**src/rtl/credit_tx.sv**
```systemverilog
// credit_tx: transmit side of a credit-based link into a remote FIFO.
// Producer words are taken through a valid/ready handshake into a 2-entry
// in-order buffer. The head word is pushed to the remote FIFO only while a
// credit is held. Each crd_ret pulse from the far side returns one credit.

`ifndef DATA_WIDTH
`define DATA_WIDTH 8
`endif

module credit_tx #(
  parameter int ID    = 0,
  parameter int DEPTH = 4
) (
  input  logic                 clk,
  input  logic                 rst,
  input  logic [`DATA_WIDTH:0] src_data,
  input  logic                 src_valid,
  output logic                 src_ready,
  output logic [`DATA_WIDTH:0] tx_data,
  output logic                 tx_enq,
  input  logic                 crd_ret,
  output logic [2:0]           credits,
  output logic                 idle,
  output logic                 err
);

  localparam logic [2:0] DEPTH_C = 3'(DEPTH);

  // ID only tags the instance; it has no effect on behaviour.
  logic unused_id;
  assign unused_id = (ID != 0);

  logic [1:0]           cnt_q, cnt_d;
  logic [`DATA_WIDTH:0] buf0_q, buf0_d;
  logic [`DATA_WIDTH:0] buf1_q, buf1_d;
  logic [2:0]           crd_q, crd_d;
  logic                 err_q, err_d;

  logic push, pop;

  // Handshake and send decisions come from registered state only, so there
  // is no combinational path from src_valid or crd_ret to any output.
  assign src_ready = (cnt_q != 2'd2);
  assign tx_enq    = (cnt_q != 2'd0) && (crd_q != 3'd0);
  assign tx_data   = buf0_q;
  assign credits   = crd_q;
  assign idle      = (cnt_q == 2'd0) && (crd_q == DEPTH_C);
  assign err       = err_q;

  assign push = src_valid && src_ready;
  assign pop  = tx_enq;

  // Next state of the local buffer: entry 0 is always the head.
  always_comb begin
    buf0_d = buf0_q;
    buf1_d = buf1_q;
    cnt_d  = cnt_q;
    unique case ({push, pop})
      2'b10: begin
        if (cnt_q == 2'd0) buf0_d = src_data;
        else               buf1_d = src_data;
        cnt_d = cnt_q + 2'd1;
      end
      2'b01: begin
        buf0_d = buf1_q;
        buf1_d = '0;
        cnt_d  = cnt_q - 2'd1;
      end
      2'b11: begin
        // Count is unchanged; the new word goes behind whatever remains.
        if (cnt_q == 2'd2) begin
          buf0_d = buf1_q;
          buf1_d = src_data;
        end else begin
          buf0_d = src_data;
        end
      end
      default: ;
    endcase
  end

  // Next credit count; a return with nothing outstanding is flagged, not counted.
  always_comb begin
    crd_d = crd_q;
    err_d = err_q;
    if (pop && !crd_ret) begin
      crd_d = crd_q - 3'd1;
    end else if (!pop && crd_ret) begin
      if (crd_q == DEPTH_C) err_d = 1'b1;
      else                  crd_d = crd_q + 3'd1;
    end
  end

  // State registers; reset drops buffered words and restores full credit.
  always_ff @(posedge clk or posedge rst) begin
    if (rst) begin
      cnt_q  <= 2'd0;
      buf0_q <= '0;
      buf1_q <= '0;
      crd_q  <= DEPTH_C;
      err_q  <= 1'b0;
    end else begin
      cnt_q  <= cnt_d;
      buf0_q <= buf0_d;
      buf1_q <= buf1_d;
      crd_q  <= crd_d;
      err_q  <= err_d;
    end
  end

endmodule
```
**config.mk**
```make
export PLATFORM = sky130hd
export DESIGN_NAME = credit_tx
export DESIGN_NICKNAME = d
export VERILOG_FILES = /design/src/rtl/credit_tx.sv
export SDC_FILE = /design/constraint.sdc
export NUM_CORES = 1
export LEC_CHECK = 0
export BUFFER_PORTS_ARGS = -buffer_cell sky130_fd_sc_hd__buf_2
export CAP_MARGIN = 20
export CORE_AREA = 8 8 57 59
export DETAILED_ROUTE_END_ITERATION = 6
export DIE_AREA = 0 0 65 67
export GPL_ROUTABILITY_DRIVEN = 0
export PLACE_DENSITY_LB_ADDON = 0.08
export SYNTH_ARGS = -nofsm -noshare
export SYNTH_HDL_FRONTEND = slang
export SYNTH_SLANG_ARGS = --single-unit
```
**constraint.sdc**
```tcl
create_clock -name clk -period 4.4 [get_ports clk]
set_input_delay 0.22 -clock clk [delete_from_list [all_inputs] [get_ports clk]]
set_output_delay 0.22 -clock clk [all_outputs]
set_load 0.02 [all_outputs]
```
==> results of run 1 <==
## report_power, final
part	total [µW]	internal (µW)	switching, µW
Combinational	813	337	475
Clock	118	50.5	67.0
Sequential	423	340	82.3
## worst register-to-register path, cell delays in order (launching register included)
cell and delay [ps]:
dfstp_2 630, o32a_4 230, inv_1 90, ha_1 200
a21o_1 200, a21oi_4 340, mux2_2 390
## Yosys cell counts (3+ instances only)
| cell | instances | area [µm²] |
|---|---|---|
| mux2_2 | 9 | 101.4 |
| a221oi_1 | 9 | 78.83 |
| a21oi_1 | 11 | 55.05 |
| dfrtp_1 | 23 | 575.6 |
| nand2_1 | 5 | 18.77 |
| nor2_1 | 3 | 11.26 |
| nor2b_1 | 9 | 56.30 |
| inv_1 | 17 | 63.81 |
| ha_1 | 6 | 75.07 |
## worst paths after layout
path	startpoint	end	slack, ps
hold / removal	rst	tx_data[8]	70
max in group asynchronous	rst	cnt_q[1]	3780
hold reg to reg	err	err	480
setup / recovery	credits[2]	buf1_q[2]	2220
setup reg to reg	credits[2]	buf1_q[2]	2220
min in group clk	src_data[6]	tx_data[6]	200
## cell families (layout without fill, tap and decap cells)
family | Yosys count | in the layout | synth area share [%]
xor+xnor | 4 | 4 | 2.724
flops | 24 | 24 | 46.79
simple gates | 20 | 20 | 8.268
compound gates | 31 | 31 | 19.26
buf+inv | 22 | 50 | 7.684
fa+ha+maj | 7 | 7 | 7.393
mux | 9 | 9 | 7.880
## through the flow
stage | utilization [%] | worst slack [ps] | hold WS, ps | instances
floorplan | - | 2294 | 233.9 | 117
global placement | 60.58 | 2255 | 452.9 | 171
detailed placement | 60.58 | 2216 | 455.1 | 171
CTS | 62.12 | 2197 | 107.9 | 175
global route | 62.12 | 2073 | 155.6 | 175
finish | 62.12 | 2223 | 74.14 | 175
## metal layers
layer / up-vias / share of wire (%) / wire [µm] / GRT usage (%)
li1: 460 / - / - / -
met1: 487 / 43 / 1144 / 14.44
met2: 18 / 51 / 1348 / 22.86
met3: 4 / 4.8 / 129 / 3.020
met4: 0 / 1.5 / 40 / 6.540
met5: - / 0 / 0 / 0
## cell type report
cell class	instances	share of cell area, %
Timing Repair Buffer	28	9.540
Sequential cell	24	40.97
Clock buffer	4	2.470
Multi-Input combinational cell	71	39.86
Inverter	18	4.600
Tap cell	30	2.555
## sequential cells by signal (all words and copies together), names as in the netlist
| signal | count |
|---|---|
| err | 1 |
| credits | 3 |
| cnt_q | 2 |
| tx_data | 9 |
| buf1_q | 9 |
==> reports/metrics.cfg, run 1 <==
[status]
status=finished, final reports clean

[detailed_routing]
postRouteWirelength_mm=2.662
antenna_left=0
detail_route.wl_per_cell_um=15.21
drc=0
drt_iter0_markers=15
via_per_inst=5.537
vias=969
drtPass1Iterations=4

[worst_setup_path]
path_buf_inv=1
cp_max_fo=9
r2r_cells=6
max_stage_delay_ps=630
crit_required_ps=4620
crit_type=reg2reg
crit_family=compound AO/OA/AOI/OAI gates
cp.depth=6
critPathSlowestCell=dfstp_2
crit_chain=o32a_4, inv_1, ha_1, a21o_1, a21oi_4, mux2_2
cp-start-kind=register
end_kind=register
arrival_ps=2390

[synth]
synthFlopType=dfrtp_1
ys_async_sr_fraction_pct=100.0
post_synth_num_cell_types=28
synthCells=117
synth-edff-count=0
syn-cell-area_um2=1286
synth_seq_area_share_pct=46.79
syn-num-nets=137
ys_warn_count=0
syn_avg_cell_area_um2=10.99
yosys_register_bits=24

[clocking]
clk_latency_ps=310
cts_sinks=24
cts_buffers=3
cts_tree=done
cts_hold_buf=0
cts_resized=0
clock-root-buffer=clkbuf_4
clk_pin_slew_ps=130
htree_levels=1
cts_setup_buffers=0
clk_path_buf_depth=2

[grt]
grt_pass1_wl_mm=4.471
grt-ovfl-total=0
grt_pass1_vias=1007
track_usage_pct=13.01
grt_max_degree=25
grt_antenna_before_repair=0

[die]
start_util_pct=54.39
die_area_um2=4355
die_y_um=67
die_w_um=65
ios=29
placementRows=18
core_um2=2365

[timing]
finalHoldViolations=0
fin_crit_sh_pct=49.47
rsz0062_at_grt=false
period_needed_ps=2177
worstMarginPinSlew_ps=896.0
clock_skew_ps=1.476
maxSlewHeadroom_pct=40.20
setup_viol=0
fmax_ghz=0.4594
timing.setup.tns_ps=0
drv_slew=0

[pwr]
total_power_uw=1353
ir_drop_mv=0.5495
power.density_cell_area_nw_per_um2=921.0
p_leak_uw=0.0007473

[cells_and_area]
area_delta_synth_final_pct=14.20
antenna_cells=0
post_route_cells_drive_above_1_share_pct=32.41
fin_nets=166
fillers=209
final_common_cell=buf_2
multi_input_area_um2=585.6
stdcell_area_um2=1469
seqCellArea_um2=601.8
layout_common_cells=buf_2, dfrtp_1, inv_1, a21oi_1

[placed_design]
hpwl_mm=1.972
placed_area_um2=1433
io_buffers=28

[flow_run]
maxCapViolCount=0

[hold_path]
hp-class=in2async

(Power assumes the default switching activity.)
==> inputs of run 2 (changes only) <==
CORE_AREA = 8 8 46 85   (was 8 8 57 59)
DIE_AREA = 0 0 54 93   (was 0 0 65 67)
clock period = 1.9 ns   (was 4.4 ns; I/O delays follow)
==> run 2 against run 1 <==
Flip-flop and latch count did not move; die area rose by 15%; first-iteration DRC count rose by 40%; clock skew rose by 3.8 ps; hold slack improved by 39 ps; sequential share of layout area fell by 6.9 points; critical path depth did not move; register-to-register slack got worse by 2200 ps; routed wire length rose by 6.2%.
==> reports/metrics.cfg, run 2 (same netlist as run 1, synthesis figures left out) <==
[status]
status=finished, final reports clean  ; unchanged

[timing]
worstMarginPinSlew_ps=314.2  ; was 896.0 ps
clock_skew_ps=5.297  ; was 1.476 ps
period_needed_ps=1899  ; was 2177 ps
finalHoldViolations=0  ; unchanged
drv_slew=0  ; unchanged
timing.setup.tns_ps=0  ; unchanged
fmax_ghz=0.5267  ; was 0.4594 GHz
maxSlewHeadroom_pct=79.05  ; was 40.20%
layout_setup_ws_ps=1.450  ; was 2223 ps
fin_crit_sh_pct=99.92  ; was 49.47%
rsz0062_at_grt=true  ; was false
setup_viol=0  ; unchanged

[cells_and_area]
layout_common_cells=buf_2, dfrtp_1, inv_1, buf_4, a21oi_1  ; was buf_2, dfrtp_1, inv_1, a21oi_1
final_common_cell=buf_2  ; unchanged
fin_nets=181  ; was 166
stdcell_area_um2=1769  ; was 1469 µm²
final_util_pct=61.59  ; was 62.12%
fillers=253  ; was 209
antenna_cells=0  ; unchanged
post_route_cells_drive_above_1_share_pct=49.38  ; was 32.41%
area_delta_synth_final_pct=37.55  ; was 14.20%

[clocking]
clock-root-buffer=clkbuf_8  ; was clkbuf_4
clk_pin_slew_ps=90  ; was 130 ps
htree_levels=1  ; unchanged
clk_path_buf_depth=2  ; unchanged
cts_buffers=3  ; unchanged
clk_latency_ps=260  ; was 310 ps
cts_sinks=24  ; unchanged
cts_tree=done  ; unchanged

[die]
ios=29  ; unchanged
core_um2=2873  ; was 2365 µm²
start_util_pct=44.77  ; was 54.39%
die_area_um2=5022  ; was 4355 µm²
die_w_um=54  ; was 65 µm
placementRows=28  ; was 18
die_y_um=93  ; was 67 µm

[detailed_routing]
detail_route.wl_per_cell_um=14.88  ; was 15.21 µm
drc=0  ; unchanged
drtPass1Iterations=3  ; was 4
postRouteWirelength_mm=2.827  ; was 2.662 mm
drt_iter0_markers=21  ; was 15
via_per_inst=5.258  ; was 5.537
antenna_left=0  ; unchanged
vias=999  ; was 969

[worst_setup_path]
r2r-start=credits[1]  ; was credits[2]
crit_chain=o32a_4, ha_4, and3b_1, o21a_4, a221oi_2, a21oi_1  ; was o32a_4, inv_1, ha_1, a21o_1, a21oi_4, mux2_2
cp_max_fo=9  ; unchanged
crit_family=compound AO/OA/AOI/OAI gates  ; unchanged
arrival_ps=2050  ; was 2390 ps
path_buf_inv=0  ; was 1
crit_required_ps=2050  ; was 4620 ps
critPathSlowestCell=dfrtp_2  ; was dfstp_2
end_kind=register  ; unchanged
setup.worst_path.start=credits[1]  ; was credits[2]
crit_type=reg2reg  ; unchanged
cp-start-kind=register  ; unchanged
max_stage_delay_ps=410  ; was 630 ps

[hold_path]
min_from=src_data[6]
hp-class=in2reg  ; was in2async

[pwr]
p_leak_uw=0.0008930  ; was 0.0007473 µW
power.density_cell_area_nw_per_um2=2245  ; was 921.0 nW/µm²
p_int_uw=2298  ; was 728.1 µW
seqPwrFrac_pct=24.0  ; was 31.2%
switching_power_uw=1674  ; was 624.8 µW
p_sw_share_pct=42.14  ; was 46.18%
ir_drop_mv=1.259  ; was 0.5495 mV
total_power_uw=3972  ; was 1353 µW
p_clk_share_pct=11.2  ; was 8.7%
p_comb_share_pct=64.8  ; was 60.1%

[placed_design]
hpwl_mm=1.975  ; was 1.972 mm
io_buffers=28  ; unchanged
placed_area_um2=1608  ; was 1433 µm²
pre_cts_ws_ps=-94.90  ; was 2216 ps

[flow_run]
maxCapViolCount=0  ; unchanged

[grt]
grt_antenna_before_repair=0  ; unchanged
grt_pass1_wl_mm=4.774  ; was 4.471 mm
grt_pass1_vias=1034  ; was 1007
track_usage_pct=12.03  ; was 13.01%
grt-ovfl-total=0  ; unchanged
grt_max_degree=25  ; unchanged

-- run 2: changes by cell type in the layout (fill, tap and decap cells not counted), moves of 2 or more --
| cell | previous run | this run |
|---|---|---|
| ha_4 | 0 | 2 |
| a221oi_2 | 0 | 8 |
| clkbuf_8 | 1 | 3 |
| a221oi_1 | 9 | 1 |
| nand2_2 | 0 | 2 |
| clkbuf_4 | 3 | 0 |
| ha_1 | 6 | 3 |
| mux2_2 | 9 | 0 |
| buf_4 | 0 | 13 |
| mux2_4 | 0 | 9 |
| nand2_1 | 5 | 3 |
-- run 2: power by group through the flow --
stage / logic, µW / registers [µW] / clock network (µW)
finish: 2570 / 953 / 445
global route: 2830 / 986 / 473
CTS: 2460 / 943 / 458
detailed placement: 2370 / 949 / 0
global placement: 2360 / 942 / 0
floorplan: 1520 / 1120 / 0
-- run 2: timing repair --
item | CTS | global route
setup buffers | 0 | 0
endpoints found under the hold margin | 23 | 0
gates resized for setup | 4 | 10
setup endpoints to repair | 18 | 19
pin swaps | 0 | 1
hold buffers | 1 | 0
-- run 2: worst register-to-register path, delay by kind of cell, from the launching register on --
| family | cells | cell delay (ps) |
|---|---|---|
| AO/OA/AOI/OAI | 4 | 1040 |
| adder cells (fa/ha/maj) | 1 | 180 |
| AND/OR/NAND/NOR | 1 | 160 |
| flip-flops | 1 | 410 |
-- run 2: final cells by class --
type	count	area (µm²)	area share, %
multi-input combinational	71	719.4	40.66
sequential	24	603.1	34.09
timing repair buffer	43	267.8	15.13
inverter	18	70.07	3.960
clock buffer	3	41.29	2.334
tap	30	37.54	2.122
clock inverter	1	30.03	1.697
-- run 2: through the flow --
step           cells  hold WS, ps
2_1_floorplan    117        108.8
3_3_place_gp     185        156.1
3_5_place_dp     185        160.2
4_1_cts          190        123.7
5_1_grt          190        132.6
6_report         190        113.1
-- run 2: final timing paths --
path                            slack (ps)          to  cells after the start
worst max-delay path                     1  tx_data[3]                      6
worst min register to register         480         err                      1
worst min-delay path                   110  tx_data[6]                      3
min in group asynchronous              420   buf1_q[7]                      4
worst max register to register           1  tx_data[3]                      6
max in group asynchronous             1190  credits[2]                      4
-- run 2: metal layers --
metal	up-vias	part of all wire (%)	global-route usage, %
li1	491	-	-
met1	491	45	14.99
met2	15	50	19.65
met3	2	4.0	2.703
met4	0	1.0	3.719
met5	-	0	0
==> inputs of run 3 (changes only) <==
GPL_TIMING_DRIVEN = 0   (was not set)
RECOVER_POWER = 50   (was not set)
==> run 3 against run 2 <==
The run now ends with setup timing left; maximum frequency is 4.8% lower; setup slack lost 96 ps; final cell count shrank 2.6%; largest cell class unchanged; highest routed layer unchanged.
==> reports/metrics.cfg, run 3 (same netlist as run 1, synthesis figures left out) <==
[status]
status=finished, violations left  ; was finished, final reports clean
violations=setup timing

[detailed_routing]
drt_iter0_markers=20  ; was 21
antenna_left=0  ; unchanged
vias=998  ; was 999
postRouteWirelength_mm=3.079  ; was 2.827 mm
drc=0  ; unchanged
drtPass1Iterations=4  ; was 3
via_per_inst=5.395  ; was 5.258
detail_route.wl_per_cell_um=16.64  ; was 14.88 µm

[timing]
finalHoldViolations=0  ; unchanged
worstMarginPinSlew_ps=929.6  ; was 314.2 ps
timing.setup.tns_ps=-1062  ; was 0 ps
rsz0062_at_grt=true  ; unchanged
drv_slew=0  ; unchanged
clock_skew_ps=6.836  ; was 5.297 ps
maxSlewHeadroom_pct=37.96  ; was 79.05%
holdWs_ps=18.70  ; was 113.1 ps
fmax_ghz=0.5014  ; was 0.5267 GHz
fin_crit_sh_pct=105.0  ; was 99.92%
layout_setup_ws_ps=-94.40  ; was 1.450 ps
setup_viol=19  ; was 0
period_needed_ps=1994  ; was 1899 ps

[worst_setup_path]
crit_chain=o32a_4, buf_4, inv_4, ha_4, a21o_1, a21oi_4, buf_12, mux2_4  ; was o32a_4, ha_4, and3b_1, o21a_4, a221oi_2, a21oi_1
crit_required_ps=2050  ; about the same
crit_family=compound AO/OA/AOI/OAI gates  ; unchanged
cp-start-kind=register  ; unchanged
critPathSlowestCell=dfstp_2  ; was dfrtp_2
crit_type=reg2reg  ; unchanged
end_kind=register  ; unchanged
arrival_ps=2150  ; was 2050 ps
max_stage_delay_ps=550  ; was 410 ps
cp_max_fo=9  ; unchanged
path_buf_inv=3  ; was 0

[clocking]
cts_tree=done  ; unchanged
htree_levels=1  ; unchanged
clk_path_buf_depth=2  ; unchanged
clock-root-buffer=clkbuf_8  ; unchanged
clk_pin_slew_ps=90  ; about the same
cts_sinks=24  ; unchanged
cts_buffers=3  ; unchanged
clk_latency_ps=270  ; was 260 ps

[die]
die_y_um=93  ; unchanged
core_um2=2873  ; unchanged
placementRows=28  ; unchanged
start_util_pct=44.77  ; unchanged
die_area_um2=5022  ; unchanged
die_w_um=54  ; unchanged
ios=29  ; unchanged

[cells_and_area]
final_common_cell=buf_2  ; unchanged
fin_nets=176  ; was 181
antenna_cells=0  ; unchanged
area_delta_synth_final_pct=33.66  ; was 37.55%
post_route_cells_drive_above_1_share_pct=49.68  ; was 49.38%
fillers=257  ; was 253
layout_common_cells=buf_2, dfrtp_1, inv_1, a21oi_1  ; was buf_2, dfrtp_1, inv_1, buf_4, a21oi_1

[placed_design]
io_buffers=28  ; unchanged
hpwl_mm=2.021  ; was 1.975 mm
pre_cts_ws_ps=-242.3  ; was -94.90 ps

[grt]
track_usage_pct=13.41  ; was 12.03%
use_met2_pct=20.91  ; was 19.65%
grt.busiest_layer=met2  ; unchanged
gr-usage-met1_pct=17.13  ; was 14.99%
grt_pass1_vias=1085  ; was 1034
grt_max_degree=25  ; unchanged
grt_antenna_before_repair=0  ; unchanged
grt_pass1_wl_mm=5.140  ; was 4.774 mm
groute.layer.met3.usage_pct=2.385  ; was 2.703%
grt-ovfl-total=0  ; unchanged

[hold_path]
hp-class=in2async  ; was in2reg

[flow_run]
maxCapViolCount=0  ; unchanged

[run 3: changes by cell type in the layout (fill, tap and decap cells not counted), sizes merged]
cell         change
buf              -5
dlygate4sd3      -1
clkbuf           +1
[run 3: timing repair]
action	CTS	global route
hold buffers	0	0
endpoints found under the setup margin	20	21
gates resized for setup	12	4
pin swaps	4	7
setup buffers	5	2
[run 3: final cells by class]
| type | instances | area (µm²) | share of cell area (%) |
|---|---|---|---|
| inverter | 18 | 70.07 | 4.076 |
| tap | 30 | 37.54 | 2.183 |
| timing repair buffer | 35 | 205.2 | 11.94 |
| clock inverter | 1 | 30.03 | 1.747 |
| sequential | 24 | 606.8 | 35.30 |
| clock buffer | 3 | 41.29 | 2.402 |
| buffer | 3 | 27.53 | 1.601 |
| multi-input combinational | 71 | 700.7 | 40.76 |
[run 3: worst register-to-register path: stages (launching register included)]
cell and delay [ps]:
dfstp_2 550, o32a_4 220, buf_4 130, inv_4 40
ha_4 140, a21o_1 170, a21oi_4 170, buf_12 160
mux2_4 310
[run 3: stage by stage]
step                area, µm²  util, %  instances
finish                   1719    59.84        185
global route             1719    59.84        185
CTS                      1700    59.19        183
detailed placement       1521    52.96        175
global placement         1521    52.96        175
floorplan                1344        -        117
[run 3: final timing paths]
check | from | to | slack (ps) | cells after the start
max in group asynchronous | rst | cnt_q[0] | 1250 | 2
setup reg to reg | credits[2] | buf1_q[4] | -90 | 8
min in group clk | src_data[7] | tx_data[7] | 120 | 3
setup / recovery | credits[2] | buf1_q[4] | -90 | 8
hold reg to reg | err | err | 490 | 1
hold / removal | rst | tx_data[7] | 20 | 2
[run 3: layer usage]
layer  routed length, µm  part of all wire [%]
met3                 120                   3.9
met1                1321                    43
met2                1586                    52
met4                  51                   1.7
met5                   0                     0
Power of run 3 is not shown: default switching activity piles up to over one toggle a cycle in this logic, so the estimate is an artifact.
